<file path="config.mk">
export PLATFORM = sky130hd
export DESIGN_NAME = coeff_load_ctrl
export DESIGN_NICKNAME = d
export VERILOG_FILES = /design/src/rtl/coeff_load_ctrl.sv
export SDC_FILE = /design/constraint.sdc
export NUM_CORES = 1
export LEC_CHECK = 0
export CAP_MARGIN = 30
export CORE_UTILIZATION = 41
export DETAILED_ROUTE_END_ITERATION = 8
export PLACE_DENSITY = 0.76
export SYNTH_ARGS = -nofsm -noshare
export SYNTH_HDL_FRONTEND = slang
export SYNTH_SLANG_ARGS = --single-unit
export TNS_END_PERCENT = 10
</file>
<file path="constraint.sdc">
create_clock -name clk -period 1.8 [get_ports clk]
set_input_delay 0.54 -clock clk [delete_from_list [all_inputs] [get_ports clk]]
set_output_delay 0.54 -clock clk [all_outputs]
set_load 0.05 [all_outputs]
</file>
<file path="src/rtl/coeff_load_ctrl.sv">
// coeff_load_ctrl
// Streams coefficient words from a ready/valid source into the filter chain's
// coefficient stores: 7 segments (fractional decimator, then num/den pairs for
// the three IIR stages), one registered write strobe per accepted word. The
// filter chain is held while a load is in progress.
module coeff_load_ctrl #(
   parameter int unsigned COEFF_WIDTH     = 20,
   parameter int unsigned N_TAP           = 72,
   parameter int unsigned NUM_COEFF_DEPTH = 3,
   parameter int unsigned DEN_COEFF_DEPTH = 2
) (
   input  logic                          clk,
   input  logic                          rst_n,
   input  logic                          start,
   input  logic                          abort,
   input  logic                          cfg_valid,
   input  logic signed [COEFF_WIDTH-1:0] cfg_data,
   output logic                          cfg_ready,
   output logic [6:0]                    coeff_wr_en,
   output logic signed [COEFF_WIDTH-1:0] coeff_data_out,
   output logic [2:0]                    seg_idx,
   output logic                          chain_hold,
   output logic                          busy,
   output logic                          done
);

   // Longest segment sets the word counter width.
   localparam int unsigned MAX_ND  = (NUM_COEFF_DEPTH > DEN_COEFF_DEPTH) ?
                                     NUM_COEFF_DEPTH : DEN_COEFF_DEPTH;
   localparam int unsigned MAX_LEN = (N_TAP > MAX_ND) ? N_TAP : MAX_ND;
   localparam int unsigned CNT_W   = (MAX_LEN > 1) ? $clog2(MAX_LEN) : 1;
   localparam logic [2:0]  LAST_SEG = 3'd6;

   typedef enum logic [1:0] {
      IDLE,
      LOAD,
      DONE
   } state_t;

   state_t           state;
   state_t           state_nxt;
   logic [CNT_W-1:0] word_cnt;
   logic [CNT_W-1:0] seg_last;
   logic             xfer;
   logic             last_word;
   logic             last_seg;

   // Index of the final word in the current segment.
   always_comb begin
      seg_last = '0;
      case (seg_idx)
         3'd0:                seg_last = CNT_W'(N_TAP - 1);
         3'd1, 3'd3, 3'd5:    seg_last = CNT_W'(NUM_COEFF_DEPTH - 1);
         default:             seg_last = CNT_W'(DEN_COEFF_DEPTH - 1);
      endcase
   end

   assign last_word = (word_cnt == seg_last);
   assign last_seg  = (seg_idx == LAST_SEG);

   // State register.
   always_ff @(posedge clk or negedge rst_n) begin
      if (!rst_n) begin
         state <= IDLE;
      end else begin
         state <= state_nxt;
      end
   end

   // Next-state decode; abort dominates a same-cycle final transfer.
   always_comb begin
      state_nxt = state;
      case (state)
         IDLE: begin
            if (start && !abort) begin
               state_nxt = LOAD;
            end
         end
         LOAD: begin
            if (abort) begin
               state_nxt = IDLE;
            end else if (xfer && last_word && last_seg) begin
               state_nxt = DONE;
            end
         end
         DONE: begin
            state_nxt = IDLE;
         end
         default: begin
            state_nxt = IDLE;
         end
      endcase
   end

   // State-decoded handshake and status outputs.
   always_comb begin
      cfg_ready  = (state == LOAD) && !abort;
      xfer       = cfg_valid && cfg_ready;
      busy       = (state != IDLE);
      chain_hold = (state != IDLE);
      done       = (state == DONE);
   end

   // Segment / word position; seg_idx stays on the last segment through DONE.
   always_ff @(posedge clk or negedge rst_n) begin
      if (!rst_n) begin
         word_cnt <= '0;
         seg_idx  <= '0;
      end else begin
         case (state)
            LOAD: begin
               if (abort) begin
                  word_cnt <= '0;
                  seg_idx  <= '0;
               end else if (xfer) begin
                  if (last_word) begin
                     word_cnt <= '0;
                     if (!last_seg) begin
                        seg_idx <= seg_idx + 3'd1;
                     end
                  end else begin
                     word_cnt <= word_cnt + 1'b1;
                  end
               end
            end
            default: begin
               word_cnt <= '0;
               seg_idx  <= '0;
            end
         endcase
      end
   end

   // Registered write port: one strobe per accepted word, data held otherwise.
   always_ff @(posedge clk or negedge rst_n) begin
      if (!rst_n) begin
         coeff_wr_en    <= '0;
         coeff_data_out <= '0;
      end else begin
         coeff_wr_en <= '0;
         if (xfer) begin
            coeff_wr_en    <= 7'b1 << seg_idx;
            coeff_data_out <= cfg_data;
         end
      end
   end

endmodule

</file>
==> results.json, run 1 <==
{
  "outcome": "finished, violations left",
  "failed_checks": "setup timing",
  "worst_path_cell_chain": "inv_2 > ha_4 > nor2b_4 > or3_4 > o32a_4 > o311ai_2 > o41ai_1",
  "initial_core_util_pct": 43.3,
  "synth_most_common_cell": "sky130_fd_sc_hd__dfrtp_1",
  "post_synth_num_cell_types": 33,
  "clock_power_share_pct": 28.7,
  "power.combinational.fraction_pct": 31.4,
  "worst_ep_arrival_time_ps": 2060,
  "startpoint_class_of_the_critical_path": "flop",
  "numPortBuffers": 58,
  "power.ir.vdd_worst_mv": 0.533,
  "post_synth.cell_area_avg_um2": 12.1,
  "antenna_found_initial": 0,
  "routed-wl-met2_mm": 2.24,
  "globalRouteTotalUtil_pct": 21.3,
  "synth_fp_nets": 176,
  "final_skew_ps": 8.22,
  "seq_area_frac_synth_pct": 55.6,
  "final.min_clock_period_ps": 1890,
  "syn_inst": 145,
  "timing.critical_path.slowest_stage_cell": "sky130_fd_sc_hd__dfrtp_2",
  "drive_above_1_share_pct": 54.2,
  "synth_top_cell_by_area": "sky130_fd_sc_hd__dfrtp_1",
  "crit_type": "flop to flop",
  "route.vias.total": 1488,
  "holdBufCountCts": 0,
  "number_of_enable_type_register_cells_in_the_synthesized_netlist": 0,
  "grt_first_pass_wirelength_mm": 6.90,
  "drc_errors": 0,
  "design.portCount": 59,
  "yosys-top-cells-area": "sky130_fd_sc_hd__dfrtp_1, sky130_fd_sc_hd__mux2_2, sky130_fd_sc_hd__ha_1",
  "p_seq_share_pct": 40.0,
  "switching_share_pct": 33.9,
  "syn_area_um2": 1760,
  "ys_warn_count": 0,
  "dr.max_layer_used": "met4",
  "grt_start_max_net_pins": 39,
  "worst-slew-pin-transition_ps": 259,
  "cts_buffers": 5,
  "static_leakage_nw": 1.29,
  "seq_cells_post_synth": 39,
  "buffer_type_at_the_clock_tree_root": "sky130_fd_sc_hd__clkbuf_8",
  "detail_route.wl_per_cell_um": 15.6,
  "gp_routability_congestion": 0.864,
  "max_freq_ghz": 0.528,
  "post_drt_via_cell_ratio": 5.20,
  "wirelength_mm": 4.46,
  "grt.overflow.total": 0,
  "cp-end-kind": "flop",
  "row_count": 23,
  "drtAntennaViolNets": 0,
  "hold_path_class": "input pin to asynchronous set/reset pin",
  "clk_transition_reported_paths_ps": 70,
  "core_util_final_pct": 70.3,
  "switching_power_w": 0.000885,
  "tritoncts_clock_tree": "built",
  "hpwlAfterDp_mm": 3.19,
  "drt-initial-drc-count": 67,
  "met1_length_mm": 1.68,
  "areaGrowthSynthToFinish_pct": 62.6,
  "cts.sink_count": 39,
  "timing.final.setup_violations": 8,
  "floorplan.die.height_um": 67.4,
  "asyncSetResetFlopFracSynth_pct": 100,
  "finalWorstSetupSlack_ps": -93.0,
  "cp_num_buf_inv": 1,
  "cts_max_level": 2,
  "synthFlopType": "sky130_fd_sc_hd__dfrtp_1",
  "final.period_utilization_pct": 105,
  "clk-insertion-delay-late_ps": 290,
  "dr.pass1.iters": 4,
  "first_global_vias": 1517,
  "fill_cells": 276,
  "die-width_um": 67.4,
  "final_net_count": 266,
  "final_hold_viol_count": 0,
  "netlist.area_leader.share_pct": 55.6,
  "critical-path-top-delay-family": "compound AO/OA/AOI/OAI gates",
  "unrepaired_setup_endpoints_after_global_routing": "yes",
  "power_density_nw_per_um2": 915,
  "coreArea_um2": 4060,
  "synth_commonest_cells": "sky130_fd_sc_hd__dfrtp_1, sky130_fd_sc_hd__mux2_2",
  "ctsLongestPathBuffers": 2,
  "max_cap_viol_count": 0,
  "maxSlewViolCount": 0,
  "crit_path_max_fanout": 3,
  "insertedDiodeCount": 0,
  "timing.critical_path.slowest_cell_delay_ps": 390,
  "worstPathRequired_ps": 1970,
  "dp_slack_ps": -456,
  "maxSlewHeadroom_pct": 82.6,
  "design.die.area_um2": 4550,
  "detailroute.wirelength.met3_um": 386,
  "power_report.internal_total_w": 0.00172
}
[cells by family after synthesis]
family	count (synthesis)	synth area share (%)
buffers and inverters	13	3.49
multiplexers	21	13.4
adder cells (fa/ha/maj)	6	4.28
AND/OR/NAND/NOR	46	14.8
AO/OA/AOI/OAI	18	7.41
flip-flops	39	55.6
XOR/XNOR	2	0.998
[final timing paths]
kind | from | to | slack (ps) | cells after the start
min | rst_n | coeff_data_out[16] | 40 | 1
max in group asynchronous | rst_n | seg_idx[0] | 1360 | 2
max | seg_idx[0] | seg_idx[2] | -90 | 7
min in group clk | abort | state[0] | 420 | 2
min reg2reg | state[1] | state[0] | 480 | 1
max reg2reg | seg_idx[0] | seg_idx[2] | -90 | 7
[flip-flops by register name (all words and copies together), names as in the netlist]
| register | cells |
|---|---|
| coeff_data_out | 20 |
| coeff_wr_en | 7 |
| word_cnt | 7 |
| seg_idx | 3 |
| state | 2 |
[through the flow]
stage                     instances  setup TNS [ps]  total power, W  hold slack [ps]  area (µm²)
after CTS                       285            -391         0.00264             24.4        2790
after global placement          271          -10400         0.00184              338        2550
after detailed placement        271          -11670         0.00187              343        2550
after floorplan                 145            -943         0.00156              244        1770
final                           286            -273         0.00261             35.1        2850
after global routing            286           -1000         0.00273             17.5        2850
[final cells by class]
class	count	area, µm²	area share [%]
inverter	8	32.5	1.14
clock buffer	6	82.6	2.89
clock inverter	2	35.0	1.23
sequential	39	980	34.3
tap	50	62.6	2.19
multi-input combinational	93	848	29.7
timing repair buffer	88	813	28.5
[routing by layer]
metal | up-vias | track usage (%)
met1 | 698 | 22.8
met5 | - | 0
met2 | 76 | 36.3
met3 | 19 | 7.43
li1 | 695 | -
met4 | 0 | 12.2
[power groups by stage]
stage	Combinational [W]	Sequential (W)	Clock, W
after global routing	0.000854	0.00106	0.000819
final	0.000819	0.00104	0.000748
after floorplan	0.000138	0.00142	0
after detailed placement	0.000809	0.00106	0
after CTS	0.000820	0.00104	0.000775
after global placement	0.000790	0.00105	0
[timing repair]
item | 4_1_cts | 5_1_grt
pin swaps | 6 | 4
buffers inserted | 6 | 1
resized for setup | 23 | 12
endpoints found under the hold margin | 0 | 0
endpoints found under the setup margin | 33 | 34
[placed cells by master (no fill, tap or decap), types with 4 or more instances in the layout]
| cell type | count |
|---|---|
| sky130_fd_sc_hd__inv_1 | 5 |
| sky130_fd_sc_hd__dfrtp_1 | 36 |
| sky130_fd_sc_hd__buf_4 | 53 |
| sky130_fd_sc_hd__buf_6 | 4 |
| sky130_fd_sc_hd__and3_1 | 4 |
| sky130_fd_sc_hd__nand2_1 | 8 |
| sky130_fd_sc_hd__clkdlybuf4s50_1 | 22 |
| sky130_fd_sc_hd__mux2_2 | 20 |
| sky130_fd_sc_hd__buf_12 | 7 |
| sky130_fd_sc_hd__nand3_1 | 6 |
| sky130_fd_sc_hd__clkbuf_8 | 6 |
| sky130_fd_sc_hd__a21oi_1 | 5 |
[worst register-to-register path: stages (launching register included)]
cell                       delay [ps]
sky130_fd_sc_hd__dfrtp_2          390
sky130_fd_sc_hd__inv_2             60
sky130_fd_sc_hd__ha_4             150
sky130_fd_sc_hd__nor2b_4          120
sky130_fd_sc_hd__or3_4            340
sky130_fd_sc_hd__o32a_4           390
sky130_fd_sc_hd__o311ai_2         210
sky130_fd_sc_hd__o41ai_1          110
(Power assumes the default switching activity.)
==> inputs of run 2 (changes only) <==
--- a/config.mk
+++ b/config.mk
@@ -5,6 +5,7 @@
 export SDC_FILE = /design/constraint.sdc
 export NUM_CORES = 1
 export LEC_CHECK = 0
+export ABC_AREA = 0
 export CAP_MARGIN = 30
 export CORE_UTILIZATION = 41
 export DETAILED_ROUTE_END_ITERATION = 8
==> results of run 2 <==
No change in the layout: final DEF, timing and power equal those of run 1.
